[config.mk]
export PLATFORM = sky130hd
export DESIGN_NAME = rv32i_core
export DESIGN_NICKNAME = d
export VERILOG_FILES = /design/src/rtl/rv32i_pkg.sv /design/src/rtl/rv32i_alu.sv /design/src/rtl/rv32i_core.sv
export SDC_FILE = /design/constraint.sdc
export NUM_CORES = 2
export LEC_CHECK = 0
export CAP_MARGIN = 0
export CORE_ASPECT_RATIO = 1.2
export CORE_MARGIN = 10
export CORE_UTILIZATION = 51
export CTS_BUF_LIST = sky130_fd_sc_hd__clkbuf_8
export DETAILED_ROUTE_END_ITERATION = 8
export PLACE_DENSITY = 0.68
export SLEW_MARGIN = 20
export SYNTH_ARGS = -nofsm -noshare
export SYNTH_HDL_FRONTEND = slang
export SYNTH_SLANG_ARGS = --single-unit
[constraint.sdc]
create_clock -name clock -period 23 [get_ports clock]
set_input_delay 4.6 -clock clock [delete_from_list [all_inputs] [get_ports clock]]
set_output_delay 4.6 -clock clock [all_outputs]
set_load 0.1 [all_outputs]
[src/rtl/rv32i_pkg.sv]
// Shared RV32I encodings, FSM state type, write-strobe patterns and ALU operation set.
// Used by rv32i_alu and rv32i_core; optional halt support is enabled by RV32I_CORE_HALT_EN.
package rv32i_pkg;

    localparam logic [6:0] OPC_LOAD     = 7'b0000011;
    localparam logic [6:0] OPC_STORE    = 7'b0100011;
    localparam logic [6:0] OPC_OP       = 7'b0110011;
    localparam logic [6:0] OPC_OP_IMM   = 7'b0010011;
    localparam logic [6:0] OPC_BRANCH   = 7'b1100011;
    localparam logic [6:0] OPC_JAL      = 7'b1101111;
    localparam logic [6:0] OPC_JALR     = 7'b1100111;
    localparam logic [6:0] OPC_LUI      = 7'b0110111;
    localparam logic [6:0] OPC_AUIPC    = 7'b0010111;
    localparam logic [6:0] OPC_SYSTEM   = 7'b1110011;
    localparam logic [6:0] OPC_MISC_MEM = 7'b0001111;

    localparam logic [2:0] F3_ADD_SUB = 3'd0;
    localparam logic [2:0] F3_SLL     = 3'd1;
    localparam logic [2:0] F3_SLT     = 3'd2;
    localparam logic [2:0] F3_SLTU    = 3'd3;
    localparam logic [2:0] F3_XOR     = 3'd4;
    localparam logic [2:0] F3_SRL_SRA = 3'd5;
    localparam logic [2:0] F3_OR      = 3'd6;
    localparam logic [2:0] F3_AND     = 3'd7;

    localparam logic [2:0] F3_BEQ  = 3'd0;
    localparam logic [2:0] F3_BNE  = 3'd1;
    localparam logic [2:0] F3_BLT  = 3'd4;
    localparam logic [2:0] F3_BGE  = 3'd5;
    localparam logic [2:0] F3_BLTU = 3'd6;
    localparam logic [2:0] F3_BGEU = 3'd7;

    localparam logic [2:0] F3_LB  = 3'd0;
    localparam logic [2:0] F3_LH  = 3'd1;
    localparam logic [2:0] F3_LW  = 3'd2;
    localparam logic [2:0] F3_LBU = 3'd4;
    localparam logic [2:0] F3_LHU = 3'd5;

    localparam logic [2:0] F3_SB = 3'd0;
    localparam logic [2:0] F3_SH = 3'd1;
    localparam logic [2:0] F3_SW = 3'd2;

    localparam logic [2:0] WS_NONE = 3'b000;
    localparam logic [2:0] WS_BYTE = 3'b001;
    localparam logic [2:0] WS_HALF = 3'b011;
    localparam logic [2:0] WS_WORD = 3'b111;

    typedef enum logic [1:0] {EXEC, LOAD_WAIT, HALT} state_t;

    typedef enum logic [3:0] {
        ALU_ADD, ALU_SUB, ALU_SLL, ALU_SLT, ALU_SLTU,
        ALU_XOR, ALU_SRL, ALU_SRA, ALU_OR, ALU_AND
    } alu_op_t;

    // alt is instr[30]; it selects SUB only for register-register ops, SRA for both.
    function automatic alu_op_t alu_decode(input logic [2:0] f3, input logic alt, input logic is_op);
        case (f3)
            F3_ADD_SUB: return (alt && is_op) ? ALU_SUB : ALU_ADD;
            F3_SLL:     return ALU_SLL;
            F3_SLT:     return ALU_SLT;
            F3_SLTU:    return ALU_SLTU;
            F3_XOR:     return ALU_XOR;
            F3_SRL_SRA: return alt ? ALU_SRA : ALU_SRL;
            F3_OR:      return ALU_OR;
            default:    return ALU_AND;
        endcase
    endfunction

endpackage

[src/rtl/rv32i_alu.sv]
// Combinational 32-bit integer ALU; also supplies the XOR/SLT/SLTU results that drive branch decisions.
// Shift amounts use only the low five bits of operand b.
module rv32i_alu
    import rv32i_pkg::*;
(
    input  alu_op_t     op,
    input  logic [31:0] a,
    input  logic [31:0] b,
    output logic [31:0] result
);

    always_comb begin
        case (op)
            ALU_ADD:  result = a + b;
            ALU_SUB:  result = a - b;
            ALU_SLL:  result = a << b[4:0];
            ALU_SLT:  result = {31'd0, $signed(a) < $signed(b)};
            ALU_SLTU: result = {31'd0, a < b};
            ALU_XOR:  result = a ^ b;
            ALU_SRL:  result = a >> b[4:0];
            ALU_SRA:  result = $unsigned($signed(a) >>> b[4:0]);
            ALU_OR:   result = a | b;
            ALU_AND:  result = a & b;
            default:  result = a + b;
        endcase
    end

endmodule

[src/rtl/rv32i_core.sv]
// Single-issue RV32I core: one-cycle execution, two-cycle loads, combinational store strobes.
// Define RV32I_CORE_HALT_EN to make ECALL/EBREAK halt the core and expose the halted output.
module rv32i_core
    import rv32i_pkg::*;
#(
    parameter logic [31:0] RESET_PC = 32'h0000_0000
) (
    input  logic        clock,
    input  logic        reset_n,
    output logic [31:0] program_counter,
    input  logic [31:0] program_memory_value,
    output logic [31:0] memory_address,
    output logic [31:0] memory_wdata,
    input  logic [31:0] memory_rdata,
    output logic [2:0]  memory_write_sections
`ifdef RV32I_CORE_HALT_EN
    ,
    output logic        halted
`endif
);

    state_t      state;
    logic [31:0] pc;
    logic [31:0] regs [32];

    logic [31:0] instr;
    logic [6:0]  opcode;
    logic [4:0]  rd, rs1, rs2;
    logic [2:0]  f3;
    logic [31:0] rs1_val, rs2_val;
    logic [31:0] imm_i, imm_s, imm_b, imm_u, imm_j;

    assign instr  = program_memory_value;
    assign opcode = instr[6:0];
    assign rd     = instr[11:7];
    assign f3     = instr[14:12];
    assign rs1    = instr[19:15];
    assign rs2    = instr[24:20];

    assign rs1_val = (rs1 == 5'd0) ? 32'd0 : regs[rs1];
    assign rs2_val = (rs2 == 5'd0) ? 32'd0 : regs[rs2];

    assign imm_i = {{20{instr[31]}}, instr[31:20]};
    assign imm_s = {{20{instr[31]}}, instr[31:25], instr[11:7]};
    assign imm_b = {{19{instr[31]}}, instr[31], instr[7], instr[30:25], instr[11:8], 1'b0};
    assign imm_u = {instr[31:12], 12'd0};
    assign imm_j = {{11{instr[31]}}, instr[31], instr[19:12], instr[20], instr[30:21], 1'b0};

    alu_op_t     alu_op;
    logic [31:0] alu_a, alu_b, alu_result;

    // Loads keep computing rs1+imm in LOAD_WAIT; the instruction and rs1 are unchanged there.
    always_comb begin
        alu_op = ALU_ADD;
        alu_a  = rs1_val;
        alu_b  = imm_i;
        case (opcode)
            OPC_OP: begin
                alu_b  = rs2_val;
                alu_op = alu_decode(f3, instr[30], 1'b1);
            end
            OPC_OP_IMM: alu_op = alu_decode(f3, instr[30], 1'b0);
            OPC_STORE:  alu_b = imm_s;
            OPC_BRANCH: begin
                alu_b = rs2_val;
                case (f3[2:1])
                    2'b10:   alu_op = ALU_SLT;
                    2'b11:   alu_op = ALU_SLTU;
                    default: alu_op = ALU_XOR;
                endcase
            end
            OPC_LUI: begin
                alu_a = 32'd0;
                alu_b = imm_u;
            end
            OPC_AUIPC: begin
                alu_a = pc;
                alu_b = imm_u;
            end
            OPC_JAL, OPC_JALR: begin
                alu_a = pc;
                alu_b = 32'd4;
            end
            default: ;
        endcase
    end

    rv32i_alu u_alu (
        .op     (alu_op),
        .a      (alu_a),
        .b      (alu_b),
        .result (alu_result)
    );

    logic        taken;
    logic [31:0] pc_plus4, next_pc, jalr_target, load_value;
    logic        exec_writes;

    always_comb begin
        case (f3)
            F3_BEQ:           taken = (alu_result == 32'd0);
            F3_BNE:           taken = (alu_result != 32'd0);
            F3_BLT, F3_BLTU:  taken = alu_result[0];
            F3_BGE, F3_BGEU:  taken = ~alu_result[0];
            default:          taken = 1'b0;
        endcase
    end

    assign pc_plus4    = pc + 32'd4;
    assign jalr_target = (rs1_val + imm_i) & ~32'd1;

    always_comb begin
        next_pc = pc_plus4;
        case (opcode)
            OPC_BRANCH: if (taken) next_pc = pc + imm_b;
            OPC_JAL:    next_pc = pc + imm_j;
            OPC_JALR:   next_pc = jalr_target;
            default: ;
        endcase
    end

    always_comb begin
        case (f3)
            F3_LB:   load_value = {{24{memory_rdata[7]}}, memory_rdata[7:0]};
            F3_LH:   load_value = {{16{memory_rdata[15]}}, memory_rdata[15:0]};
            F3_LBU:  load_value = {24'd0, memory_rdata[7:0]};
            F3_LHU:  load_value = {16'd0, memory_rdata[15:0]};
            default: load_value = memory_rdata;
        endcase
    end

    always_comb begin
        case (opcode)
            OPC_OP, OPC_OP_IMM, OPC_LUI, OPC_AUIPC, OPC_JAL, OPC_JALR: exec_writes = 1'b1;
            default: exec_writes = 1'b0;
        endcase
    end

`ifdef RV32I_CORE_HALT_EN
    logic is_halt;
    assign is_halt = (opcode == OPC_SYSTEM) && (f3 == 3'd0);
`endif

    always_ff @(posedge clock or negedge reset_n) begin
        if (!reset_n) begin
            state <= EXEC;
            pc    <= RESET_PC;
            for (int i = 0; i < 32; i++) regs[i] <= 32'd0;
        end else begin
            case (state)
                EXEC: begin
                    if (opcode == OPC_LOAD) begin
                        state <= LOAD_WAIT;
`ifdef RV32I_CORE_HALT_EN
                    end else if (is_halt) begin
                        state <= HALT;
`endif
                    end else begin
                        pc <= next_pc;
                        if (exec_writes && rd != 5'd0) regs[rd] <= alu_result;
                    end
                end
                LOAD_WAIT: begin
                    if (rd != 5'd0) regs[rd] <= load_value;
                    pc    <= pc_plus4;
                    state <= EXEC;
                end
                default: ;
            endcase
        end
    end

    assign program_counter = pc;
    assign memory_address  = reset_n ? alu_result : 32'd0;
    assign memory_wdata    = reset_n ? rs2_val : 32'd0;

    always_comb begin
        memory_write_sections = WS_NONE;
        if (reset_n && state == EXEC && opcode == OPC_STORE) begin
            case (f3)
                F3_SB:   memory_write_sections = WS_BYTE;
                F3_SH:   memory_write_sections = WS_HALF;
                F3_SW:   memory_write_sections = WS_WORD;
                default: memory_write_sections = WS_NONE;
            endcase
        end
    end

`ifdef RV32I_CORE_HALT_EN
    assign halted = (state == HALT);
`endif

endmodule

Word-level counts from Yosys, hierarchy flattened
Index checks and enable logic that the tools add are counted.

Add/subtract/negate cells: 6. Order comparisons: 6. Eq/ne operators: 32. Shifts and indexed selects: 3. Muxes and demuxes: 38. Bitwise operators: 7. Reductions and logical operators: 22.

Operator list (number): 1024-bit 2-to-1 mux (3); 1024-bit bitwise mux (2); 1024-bit one-hot mux with 2 select lines (1); 32-bit 2-to-1 mux (11); 32-bit binary-select mux with 5-bit select (2); 32-bit one-hot mux with 9 select lines (1); 32-bit one-hot mux with 4 select lines (2); 32-bit demux with 5-bit select (1); 32-bit adder (4); 32-bit one-hot mux with 2 select lines (2); 32-bit one-hot mux with 3 select lines (1); 32-bit less-than comparator (2); 4-bit one-hot mux with 7 select lines (2); 32-bit by 3-bit adder with 32-bit output, second input constant (1); 32-bit bitwise AND (1); 32-bit zero test (1); 32-bit OR (1); 32-bit nonzero test (1); 32-bit by 5-bit << shifter with 32-bit output (1); 32-bit by 5-bit right shift with 32-bit output (1); 32-bit by 5-bit >>> shifter with 32-bit output (1); 32-bit subtractor (1); 32-bit XOR (1); 7-bit by 6-bit equality test with 1-bit output, second input constant (3); 36 further kinds (67).

Bits in registers: 1058. Output and inout port bits: 99. Word-level logic and storage cells: 148.

Longest topological paths before layout
Depth in word-level cells: 14. Mapped depth: 37. Depth with buffers taken out: 28.

By module
From an unflattened synthesis, not the netlist that was laid out.

Cell total of the unflattened synthesis: 6883. Area, all modules: 69535.4 µm².

Modules (own cells, without submodules): rv32i_core (instances 1, cells each 5596, area each 60443.0 µm²); rv32i_alu (instances 1, cells each 1287, area each 9092.5 µm²).

Worst setup path after synthesis
No wires, ideal clock.

Path kind: input port to output port. Start point: in program_memory_value[20]. End point: out memory_address[25]. Arrival time: 13.286 ns. Data required time: 18.400 ns. Setup slack: 5.114 ns. Stages: 27. Path through: buf_4 buf_8 buf_12 buf_8 buf_2 buf_1 clkbuf_1 buf_1 mux4_2 mux4_2 mux2i_1 nor2_1 a22o_1 ha_1 clkbuf_1 and2_1 o21a_1 nor4b_1 o31ai_1 a31oi_1 a21oi_1 a221oi_1 o21ai_0 a21oi_1 nor2_1 a21o_1 nor4_1.

Cells in the longest elaborated chain, start to end: 9. Elaborated cells on any way between the ends: 17.

RTL lines: start, declared (line rv32i_core.sv:11) `input logic [31:0] program_memory_value,`; 5-bit NOT with 6-bit output (not written as such) (line rv32i_core.sv:41) `assign rs2_val = (rs2 == 5'd0) ? 32'd0 : regs[rs2];`; 32-bit binary-select mux with 5-bit select (line rv32i_core.sv:41); 32-bit 2-to-1 mux (not written as such) (2 in series) (line rv32i_core.sv:41); 32-bit 2-to-1 mux (line rv32i_core.sv:41); 32-bit one-hot mux with 4 select lines (*) (line rv32i_core.sv:57) `case (opcode)`; 32-bit adder (tied with other cells) (line rv32i_alu.sv:14, rv32i_alu.sv:24); 32-bit one-hot mux with 9 select lines (*) (line rv32i_alu.sv:13) `case (op)`; 32-bit 2-to-1 mux (*) (line rv32i_core.sv:174) `assign memory_address = reset_n ? alu_result : 32'd0;`; end, declared (line rv32i_core.sv:12) `output logic [31:0] memory_address,`.

Mark *: on every way between the ends. The rest lies on a longest branch, timed or not. The select of a mux whose other input is x is not followed.

Worst setup path after layout
Start point: in program_memory_value[21]. End point: out memory_address[0].

Cells in the longest elaborated chain, start to end: 9. Elaborated cells on any way between the ends: 19.

RTL lines (line): 5-bit NOT with 6-bit output (not written as such) (rv32i_core.sv:41); 32-bit binary-select mux with 5-bit select (rv32i_core.sv:41); 32-bit 2-to-1 mux (not written as such) (2 in series) (rv32i_core.sv:41); 32-bit 2-to-1 mux (rv32i_core.sv:41); 32-bit one-hot mux with 4 select lines (*) (rv32i_core.sv:57); 32-bit adder (tied with other cells) (rv32i_alu.sv:14, rv32i_alu.sv:24); 32-bit one-hot mux with 9 select lines (*) (rv32i_alu.sv:13); 32-bit 2-to-1 mux (*) (rv32i_core.sv:174).

Marks and branches as above.

==> results.ini <==
[timing]
skew_ns=0.0665
tightest_slew_ns=1.31
post-route-period-util_pct=81.7
slew_headroom_pct=12.2
setup_viol=0
min_period_ns=18.79
grt_setup_unrepaired=false
timing.fmax_mhz=53.2
drv_slew=0
fin_tns_setup_ns=0
hold_viol=0

[power_and_ir_drop]
seqPwrFrac_pct=36.1
peakVddDrop_mv=0.0988
p_sw_share_pct=40.4
clock_power_share_pct=30.3
leakage_nw=33.8
p_int_mw=3.53
power_density_mw_per_mm2=74.7
p_comb_share_pct=33.6
p_switching_mw=2.39

[worst_setup_path]
critPathMaxStageDelay_ns=1.20
reg2reg_slack_ns=13.32
reg2reg_from=regs[773]
rr_worst_depth=27
endpoint_kind=output port
slowest_stage=clkdlybuf4s50_1
startpoint=program_memory_value[21]
cp_max_fo=127
critPathCapture=memory_address[0]
worstPathRequired_ns=18.40
worst-setup-path-type=in2out
reg2reg_to=program_counter[31]
startpoint_type=input pin
cp.arrival_ns=14.19

[logic_synthesis]
syn-num-nets=8134
synth_edf_count=0
synth_async_sr_flop_share_pct=100
synth_area_sq_mm=0.0725
synth_top_area_cell=dfrtp_1
ys_warn_count=0
yosysSeqAreaShare_pct=36.4
synth.top_cells.by_area=dfrtp_1, mux4_2, o21ai_0
synth_top_area_share_pct=36.4
synth_top_cells_by_count=nand2_1, o21ai_0, dfrtp_1
syn_area_per_cell_sq_um=9.19
ys_types=102
syn_inst=7892
ys_ff_latch=1056
ys.flop_type=dfrtp_1
yosysMostFrequentCell=nand2_1

[floorplan]
initial_core_util_pct=51.4
core.rowCount=151
die_y_um=433
pin_count=165
dieWidth_um=364
dieArea_sq_mm=0.158
core_sq_mm=0.141

[worst_hold_path]
hold_class=reg2reg

[cts]
cts.sinks=1056
cts-htree-levels=4
worstSkewPairLatency_ns=0.96
hold_buffers=0
cts_setup_buffers=0
clockRootBuffer=clkbuf_8
cts_inserted_buffers=173
clk_pin_slew_ns=0.06
cts_resized=0
cts_tree=built
clockBufferDepth=3

[layout]
fillerInstances=12539
drive_gt1_share_pct=13.8
layout.cells.non_filler=9690
area_delta_synth_final_pct=9.29
nNetsFinal=7938

[place]
hpwl_um=227000
dp_cells=9356
gp_congestion=1.07
port_buffers=163

[routing]
num_vias=68295
viasPerCell=7.05
drc_errors=0
ant_nets=0
first_pass_iters=6
routedWlPerCell_um=34.5
drt_iter0_drc=9288
wl_um=334000

[global_route]
grt_max_degree=174
grt_pass1_wl_um=475000
grtUsageTotal_pct=41.5
antenna_found_initial=20
overflow=0
grt_pass1_vias=65268

[outcome]
status=completed

[flow_run]
cap_violations=0

cell type report:
class / instances / area (sq um) / area share, %
multi-input combinational: 5955 / 42800 / 54.1
sequential: 1056 / 26400 / 33.4
timing repair buffer: 381 / 3380 / 4.27
clock buffer: 227 / 3120 / 3.94
tap: 1836 / 2300 / 2.90
clock inverter: 91 / 637 / 0.804
inverter: 129 / 484 / 0.611
antenna: 15 / 37.5 / 0.0474
kinds of logic (layout without fill, tap and decap cells):
group           Yosys count  after routing  share of synthesized area [%]
buf+inv                 881            828                           5.21
flops                  1056           1056                           36.4
fa+ha+maj               176            176                           3.09
simple gates           2170           2170                           13.0
other cells               1             16                        0.00517
compound gates         2538           2538                           20.9
mux                     939            939                           19.8
xor+xnor                131            131                           1.58
cell usage in the layout (no fill, tap or decap), types with 46 or more instances in the layout:
master	netlist	layout
nor3_1	94	91
xor2_1	59	59
dfrtp_1	1056	1055
a21oi_1	551	540
and2_1	83	81
clkbuf_8	0	227
ha_1	171	171
o21ai_0	1148	1135
buf_4	29	211
mux4_2	391	391
o21a_1	53	51
clkdlybuf4s50_1	0	155
xnor2_1	72	72
nand2_1	1253	1224
o22ai_1	48	46
a211oi_1	49	47
nor2_1	358	351
a21o_1	55	55
inv_1	120	171
a22oi_1	212	212
nand3_1	106	105
mux2i_1	503	496
stage by stage:
stage	hold slack (ns)	util [%]	total power, mW	cell area [sq um]	worst slack (ns)
2_1_floorplan	0.441	-	3.37	72500	5.11
3_3_place_gp	0.377	53.4	4.07	75400	4.61
3_5_place_dp	0.383	53.4	4.09	75400	4.61
4_1_cts	0.398	56.1	5.85	79200	4.59
5_1_grt	0.407	56.1	6.11	79200	4.09
6_report	0.396	56.1	5.92	79200	4.21
how the worst min path moves through the flow:
| stage | from | endpoint | slack (ns) | cells past startpoint |
|---|---|---|---|---|
| after global routing | regs[1023] | regs[1023] | 0.41 | 0 |
| after global placement | regs[1012] | regs[1012] | 0.38 | 0 |
| after CTS | regs[1012] | regs[1012] | 0.40 | 0 |
| after detailed placement | regs[1012] | regs[1012] | 0.38 | 0 |
| final | regs[999] | regs[999] | 0.40 | 0 |
| after floorplan | regs[1004] | regs[1004] | 0.44 | 1 |
power by group through the flow:
| stage | clock network [mW] | logic (mW) | registers [mW] |
|---|---|---|---|
| 2_1_floorplan | 0 | 1.14 | 2.23 |
| 3_3_place_gp | 0 | 1.91 | 2.16 |
| 3_5_place_dp | 0 | 1.92 | 2.16 |
| 4_1_cts | 1.80 | 1.93 | 2.13 |
| 5_1_grt | 1.88 | 2.09 | 2.14 |
| 6_report | 1.79 | 1.99 | 2.14 |
flip-flops by register name, indices dropped and copies added (netlist names):
name	cells
program_counter	31
regs	1024
state	1
routing by layer:
| layer | vias up | global-route usage [%] | part of all wire (%) |
|---|---|---|---|
| li1 | 28536 | - | - |
| met4 | 12 | 33.3 | 9.7 |
| met2 | 4789 | 61.3 | 43 |
| met1 | 33630 | 51.0 | 36 |
| met3 | 1328 | 11.1 | 11 |
| met5 | - | 0 | 0.022 |
worst max-delay path: cells and delay by family:
| family | cells | cell delay (ns) |
|---|---|---|
| and+or+nand+nor | 3 | 0.53 |
| buffers and inverters | 6 | 3.44 |
| muxes | 3 | 1.73 |
| adders and majority gates | 1 | 0.51 |
| AOI/OAI and AO/OA | 12 | 3.07 |
No activity file was read; power rests on OpenSTA's default activity.
